$ cat config.mk
export PLATFORM = sky130hd
export DESIGN_NAME = pipelined_adder
export DESIGN_NICKNAME = d
export VERILOG_FILES = /design/src/rtl/pipelined_adder_pkg.sv /design/src/rtl/adder_slice.sv /design/src/rtl/pipelined_adder.sv
export SDC_FILE = /design/constraint.sdc
export NUM_CORES = 1
export LEC_CHECK = 0
export CAP_MARGIN = 0
export CORE_ASPECT_RATIO = 0.7
export CORE_UTILIZATION = 25
export DETAILED_ROUTE_END_ITERATION = 12
export SETUP_SLACK_MARGIN = 0.4
export SLEW_MARGIN = 20
export SYNTH_ARGS = -nofsm -noshare
export SYNTH_HDL_FRONTEND = slang
export SYNTH_HIERARCHICAL = 1
export SYNTH_SLANG_ARGS = --single-unit
$ cat constraint.sdc
create_clock -name clk -period 8.84 [get_ports clk]
set_input_delay 2.21 -clock clk [delete_from_list [all_inputs] [get_ports clk]]
set_output_delay 2.21 -clock clk [all_outputs]
set_load 0.02 [all_outputs]
$ cat src/rtl/pipelined_adder_pkg.sv
// Shared definitions for the pipelined adder: default data width and operation encodings.
package pipelined_adder_pkg;

  localparam int DATA_BITS = 64;

  typedef enum logic [1:0] {
    ADD_OP_ADD  = 2'b00,
    ADD_OP_SUB  = 2'b01,
    ADD_OP_ADDW = 2'b10,
    ADD_OP_SUBW = 2'b11
  } add_op_e;

  function automatic logic op_is_sub(input logic [1:0] mode);
    return (mode == ADD_OP_SUB) || (mode == ADD_OP_SUBW);
  endfunction

  function automatic logic op_is_word(input logic [1:0] mode);
    return (mode == ADD_OP_ADDW) || (mode == ADD_OP_SUBW);
  endfunction

endpackage

$ cat src/rtl/adder_slice.sv
// One carry-rippled slice of the pipelined adder; purely combinational.
module adder_slice #(
  parameter int SW = 32
) (
  input  logic [SW-1:0] i_a,
  input  logic [SW-1:0] i_b,
  input  logic          i_cin,
  output logic [SW-1:0] o_sum,
  output logic          o_cout
);

  assign {o_cout, o_sum} = {1'b0, i_a} + {1'b0, i_b} + {{SW{1'b0}}, i_cin};

endmodule

$ cat src/rtl/pipelined_adder.sv
// STAGES-deep add/sub pipeline, one slice per stage; latency STAGES cycles.
// A single global advance (!out_valid || out_ready) moves or freezes every stage together.
module pipelined_adder
  import pipelined_adder_pkg::*;
#(
  parameter int WIDTH  = DATA_BITS,
  parameter int STAGES = 2
) (
  input  logic             clk,
  input  logic             rst,
  input  logic             in_valid,
  output logic             in_ready,
  input  logic [WIDTH-1:0] in_a,
  input  logic [WIDTH-1:0] in_b,
  input  logic [1:0]       in_mode,
  output logic             out_valid,
  input  logic             out_ready,
  output logic [WIDTH-1:0] out_result,
  output logic             out_carry,
  output logic             out_ovf,
  output logic             out_zero
);

  localparam int SW    = WIDTH / STAGES;
  localparam int HI    = (WIDTH > 32) ? 32 : WIDTH - 1;
  localparam bit HAS_W = (WIDTH > 32);

  if (STAGES < 1 || STAGES > 4 || (WIDTH % STAGES) != 0 || WIDTH < 32) begin : g_bad_cfg
    $error("pipelined_adder: unsupported WIDTH/STAGES combination");
  end

  logic              w_advance;
  logic              w_sub;
  logic [WIDTH-1:0]  w_b_eff;
  logic [2:0]        w_prop;
  logic [SW-1:0]     w_sa [STAGES];
  logic [SW-1:0]     w_sb [STAGES];
  logic [SW-1:0]     w_ss [STAGES];
  logic [STAGES-1:0] w_cin;
  logic [STAGES-1:0] w_co;

  logic [STAGES-1:0] r_vld;
  logic [STAGES-1:0] r_word;
  logic [STAGES-1:0] r_cy;
  logic [2:0]        r_prop [STAGES];
  logic [WIDTH-1:0]  r_a    [STAGES];
  logic [WIDTH-1:0]  r_b    [STAGES];
  logic [WIDTH-1:0]  r_sum  [STAGES];

  logic [WIDTH-1:0]  w_fin;
  logic [WIDTH-1:0]  w_res;
  logic              w_c31_in;
  logic              w_c32;
  logic              w_cmsb_in;
  logic              w_carry;
  logic              w_ovf;

  assign w_sub     = op_is_sub(in_mode);
  assign w_b_eff   = w_sub ? ~in_b : in_b;
  // Propagate bits (a^b') at msb, bit 32 and bit 31 let the last stage recover
  // the carry into/out of those positions from the finished sum alone.
  assign w_prop    = {in_a[WIDTH-1] ^ w_b_eff[WIDTH-1], in_a[HI] ^ w_b_eff[HI], in_a[31] ^ w_b_eff[31]};
  assign out_valid = r_vld[STAGES-1];
  assign w_advance = !out_valid || out_ready;
  assign in_ready  = !rst && w_advance;

  always_comb begin
    w_sa[0]  = in_a[SW-1:0];
    w_sb[0]  = w_b_eff[SW-1:0];
    w_cin[0] = w_sub;
    for (int k = 1; k < STAGES; k++) begin
      w_sa[k]  = r_a[k-1][SW-1:0];
      w_sb[k]  = r_b[k-1][SW-1:0];
      w_cin[k] = r_cy[k-1];
    end
  end

  for (genvar k = 0; k < STAGES; k++) begin : g_slice
    adder_slice #(.SW(SW)) u_slice (
      .i_a    (w_sa[k]),
      .i_b    (w_sb[k]),
      .i_cin  (w_cin[k]),
      .o_sum  (w_ss[k]),
      .o_cout (w_co[k])
    );
  end

  // Operands shift down one slice per stage so each stage always adds bits [SW-1:0].
  always_ff @(posedge clk) begin
    if (rst) begin
      r_vld  <= '0;
      r_word <= '0;
      r_cy   <= '0;
      for (int k = 0; k < STAGES; k++) begin
        r_prop[k] <= '0;
        r_a[k]    <= '0;
        r_b[k]    <= '0;
        r_sum[k]  <= '0;
      end
    end else if (w_advance) begin
      r_vld[0]  <= in_valid;
      r_word[0] <= op_is_word(in_mode);
      r_cy[0]   <= w_co[0];
      r_prop[0] <= w_prop;
      r_a[0]    <= in_a >> SW;
      r_b[0]    <= w_b_eff >> SW;
      r_sum[0]  <= WIDTH'(w_ss[0]);
      for (int k = 1; k < STAGES; k++) begin
        r_vld[k]  <= r_vld[k-1];
        r_word[k] <= r_word[k-1];
        r_cy[k]   <= w_co[k];
        r_prop[k] <= r_prop[k-1];
        r_a[k]    <= r_a[k-1] >> SW;
        r_b[k]    <= r_b[k-1] >> SW;
        r_sum[k]  <= r_sum[k-1] | (WIDTH'(w_ss[k]) << (k * SW));
      end
    end
  end

  always_comb begin
    w_fin     = r_sum[STAGES-1];
    w_c31_in  = r_prop[STAGES-1][0] ^ w_fin[31];
    w_c32     = r_prop[STAGES-1][1] ^ w_fin[HI];
    w_cmsb_in = r_prop[STAGES-1][2] ^ w_fin[WIDTH-1];
    w_res     = w_fin;
    w_carry   = r_cy[STAGES-1];
    w_ovf     = r_cy[STAGES-1] ^ w_cmsb_in;
    if (HAS_W && r_word[STAGES-1]) begin
      w_res   = WIDTH'(signed'(w_fin[31:0]));
      w_carry = w_c32;
      w_ovf   = w_c32 ^ w_c31_in;
    end
  end

  assign out_result = out_valid ? w_res : '0;
  assign out_carry  = out_valid && w_carry;
  assign out_ovf    = out_valid && w_ovf;
  assign out_zero   = out_valid && (w_res == '0);

endmodule

Word-level counts from Yosys, hierarchy flattened
Memory sizes are Yosys's and may differ from the RTL's.
Index checks and enable logic that the tools add are counted.

word-level totals
  flip-flop bits (word level) = 6
  latch bits = 0
  RAM bits = 262
  memory bits (read-only) = 0
  input bits = 134
  output and inout port bits = 69
  memories = 4

operators by class
  $add $sub $neg = 4
  $mul = 0
  divide/modulo/power cells = 0
  order comparisons = 0
  eq/ne operators = 3
  shifts and indexed selects = 0
  multiplexer cells = 18
  bitwise gates (word level) = 18
  reductions and logical operators = 10

memory list
  memory  depth  width  read ports  clocked after memory_dff  write ports  RTL line               text
  r_sum   2      64     2           0                         2            pipelined_adder.sv:48  logic [WIDTH-1:0] r_sum [STAGES];
  r_a     2      32     1           0                         2            pipelined_adder.sv:46  logic [WIDTH-1:0] r_a [STAGES];
  r_b     2      32     1           0                         2            pipelined_adder.sv:47  logic [WIDTH-1:0] r_b [STAGES];
  r_prop  2      3      2           0                         2            pipelined_adder.sv:45  logic [2:0] r_prop [STAGES];

operator list
  cell                                                             number
  64-bit 2-to-1 mux                                                5
  32-bit 2-to-1 mux                                                4
  32-bit by 32-bit adder with 33-bit output                        2
  33-bit by 1-bit adder with 33-bit output                         2
  64-bit zero test                                                 1
  64-bit NOT                                                       1
  64-bit OR                                                        1
  1-bit OR                                                         8
  1-bit XOR                                                        8
  1-bit 2-to-1 mux                                                 7
  3-bit 2-to-1 mux                                                 2
  2-bit == test, second input constant                             2
  1-bit logical AND                                                4
  1-bit logical OR                                                 3
  2-bit by 1-bit == test with 1-bit output, second input constant  1
  1-bit zero test                                                  2

Longest topological paths before layout
  word-level depth = 6
  gate-level depth with buffers = 13
  gate-level depth less buffers = 11

Modules after synthesis
Netlist, hierarchy kept.

by module, submodules not included
  module                            instances  cells an instance  area each (µm²)  seq. area each (µm²)
  pipelined_adder                   1          593                7723.7           5104.9
  adder_slice (g_slice[0].u_slice)  1          259                1854.3           0.0
  adder_slice (g_slice[1].u_slice)  1          233                1691.6           0.0

Worst setup path after synthesis
Ideal clock, no wire load.

  path type = input -> register
  from = input out_ready
  to = memory r_a[0][0] (netlist bit), enable pin
  arrival = 5.653 ns
  required time = 8.321 ns
  setup slack = 2.667 ns
  stages = 3
  path buffers = 0
  cells stage by stage = nand2b_2 -> nor2_1 -> inv_1

RTL lines
  item             RTL line               text
  start, declared  pipelined_adder.sv:17  input logic out_ready,
  end, declared    pipelined_adder.sv:46

Final worst setup path
  from = input out_ready
  to = output in_ready

on the way
  word-level cells in the longest chain between the ends = 2

RTL lines
  item               RTL line               text
  1-bit logical OR   pipelined_adder.sv:64  assign w_advance = !out_valid || out_ready;
  1-bit logical AND  pipelined_adder.sv:65  assign in_ready = !rst && w_advance;
  end, declared      pipelined_adder.sv:12  output logic in_ready,

Every way passes these cells.

==> metrics <==
Final #Nets 1463; chip width 256 µm; status finished, final reports clean; Post-Synth Adder-Cell Area 0.0759; CTS root buffer clkbuf_16; Compound-Gate Fraction of Synth Area 0.150; H-Tree Depth 4; Synth Instances 1085; RSZ-0062 raised after global routing false; antenna violations before repair 3; min-delay src r_vld[0]; post-CTS setup buffers 0; die height 180 µm; multi-input logic area 5850 µm²; largest net degree at the start of global routing 101; max_cap viols 0; Worst Tran Pin Value slightly above 1 ns; grt ovf 0; post-synthesis xor/xnor area fraction 0.0964; Worst-Skew Late Latency roughly 0.44 ns; # fillers 4508; power consumption 2470 µW; remaining antenna violation count 0; vias in the first global route 8515; synthesized cell area 11300 µm²; most common cell after layout, fill and taps aside clkdlybuf4s50_1; Worst Skew 0.0148 ns; CTS resizes 0; r2r endpoint r_sum[0][114]; number of remaining DRC errors 0; Synth Area in Simple Gates 0.195; WS Path Type primary input to primary output; Max VDD drop 0.132 mV; setup_tns 0 ns; full die area 45900 µm²; Core Region 44000 µm²; clock buffer depth 2; Synth Register Bits 172; EDFF count, synth around 170; RD Place Congestion just under 0.9; post-synthesis average cell area 10.4 µm²; layout cell share with drive strength beyond 1 0.0509; Reg2Reg Depth 9; Layout area overhead 27.5%; Yosys warning total 6; reg2reg start r_a[0][0]; clock sinks 172; Worst Hold Path Cells 2; Iteration-0 DRC Markers 538; final core occ 0.326; crit path from out_ready; Unique masters post-synth 81; multiplexer area fraction after synthesis 0.00189; CP max FO 38; Max Clock Freq 0.152 GHz; ys flop type edfxtp_1; CP endpoint kind primary output; global-route usage over all layers 0.144; Critical Path Start Type primary input; cts hold-fix bufs 0; Pwr Density 172 nW/µm²; hpwl dp 26100 µm; Rel. slew slack 0.328; vias per cell 4.59; post-route clock period utilization 0.743; wire length of the first global-routing pass 50800 µm; Setup-failing EPs final 0; worst path required time 6.63 ns; Slew Limit Fails 0; Post-Syn Nets 1285; leak pwr 0.00557 µW; # rows 64; R2R setup slack 5.61 ns; DRT Wirelength 33400 µm; worst min-delay path category register to register; CTS buffer count 17; sequential share of the synthesized area 0.453; WL per Instance 17.8 µm; register area 5110 µm²; drt pass-1 iters 5; CTS tree built; clock period minus worst slack roughly 6.6 ns; crit path DAT 4.36 ns; port bufs 202; ys async rst share 0; largest family of logic cells by synthesized area simple AND/OR/NAND/NOR gates; Worst Hold Path EP r_vld[1]; Final Hold Viols 0; Reg clk slew, reported paths 0.07 ns; Top-Level Pins 203; commonest non-fill, non-tap cells in the layout 201 x clkdlybuf4s50_1, 166 x and2_1, 166 x edfxtp_1; vias 8596; Initial Util 0.256
==> metal layers <==
metal / vias to the layer above / track usage / share of wire
met4: 0 / 0.0434 / 0.020
met1: 4065 / 0.218 / 0.52
met3: 31 / 0.0251 / 0.046
li1: 4260 / - / -
met5: - / 0 / 0
met2: 240 / 0.207 / 0.41
==> cell type report <==
cell class | count | area share
Multi-Input combinational cell | 850 | 0.407
Sequential cell | 172 | 0.355
Timing Repair Buffer | 207 | 0.143
Tap cell | 594 | 0.0517
Clock buffer | 20 | 0.0304
Clock inverter | 12 | 0.00801
Inverter | 15 | 0.00427
Antenna cell | 1 | 0.000174
==> stage by stage <==
step           instances  hold slack (ns)  worst slack, ns  area [µm²]
4_1_cts             1870            0.459             2.22       14400
3_3_place_gp        1838            0.435             2.27       13800
5_1_grt             1871            0.487             2.10       14400
2_1_floorplan       1085            0.426             2.67       11300
3_5_place_dp        1838            0.441             2.24       13800
6_report            1871            0.461             2.27       14400
==> worst max path at each step <==
stage | endpoint | cells past startpoint
5_1_grt | in_ready | 6
3_3_place_gp | in_ready | 6
4_1_cts | in_ready | 6
2_1_floorplan | r_a[0][0] | 3
6_report | in_ready | 6
3_5_place_dp | in_ready | 6
==> report_power, final <==
group | internal (µW) | switching (µW)
registers | 1010 | 59.1
logic | 293 | 374
clock network | 392 | 343
==> worst max-delay path, cell delays in order <==
cell and delay, ns:
clkdlybuf4s50_1 0.46, nand2b_2 0.16, nand2b_1 0.08, buf_4 0.26, inv_2 0.47, clkdlybuf4s50_1 0.71
==> cells in the mapped netlist (all sizes together) (4+ instances only) <==
library cell | count | area share
o211ai | 8 | 0.0067
ha | 62 | 0.069
edfxtp | 166 | 0.44
o21ai | 47 | 0.022
and3 | 8 | 0.0049
buf | 20 | 0.014
a211oi | 9 | 0.0064
nand4 | 16 | 0.0094
a21oi | 72 | 0.034
nor4 | 15 | 0.0083
or3 | 7 | 0.0043
nor3 | 9 | 0.0040
o21bai | 8 | 0.0057
nor2 | 72 | 0.024
inv | 13 | 0.0043
nand3 | 11 | 0.0049
dfxtp | 6 | 0.011
fa | 4 | 0.0071
o31ai | 4 | 0.0027
a21boi | 35 | 0.023
a21o | 22 | 0.015
xor2 | 63 | 0.049
xnor2 | 61 | 0.047
and2 | 168 | 0.093
clkbuf | 28 | 0.0093
o21a | 11 | 0.0073
nand2 | 90 | 0.031
==> sequential cells by signal (all words and copies together) (netlist names) <==
name and cells:
r_word 2, r_sum 96, r_vld 2, r_cy 2, r_a 32, r_b 32
r_prop 6
==> logic make-up after synthesis <==
group                      after synthesis
DFF                                    172
AOI/OAI and AO/OA                      246
muxes                                    2
buffers and inverters                   63
adders and majority gates               66
xor gates and xnor gates               124
and+or+nand+nor                        412
Note: power is estimated with default switching activity, not from simulation.
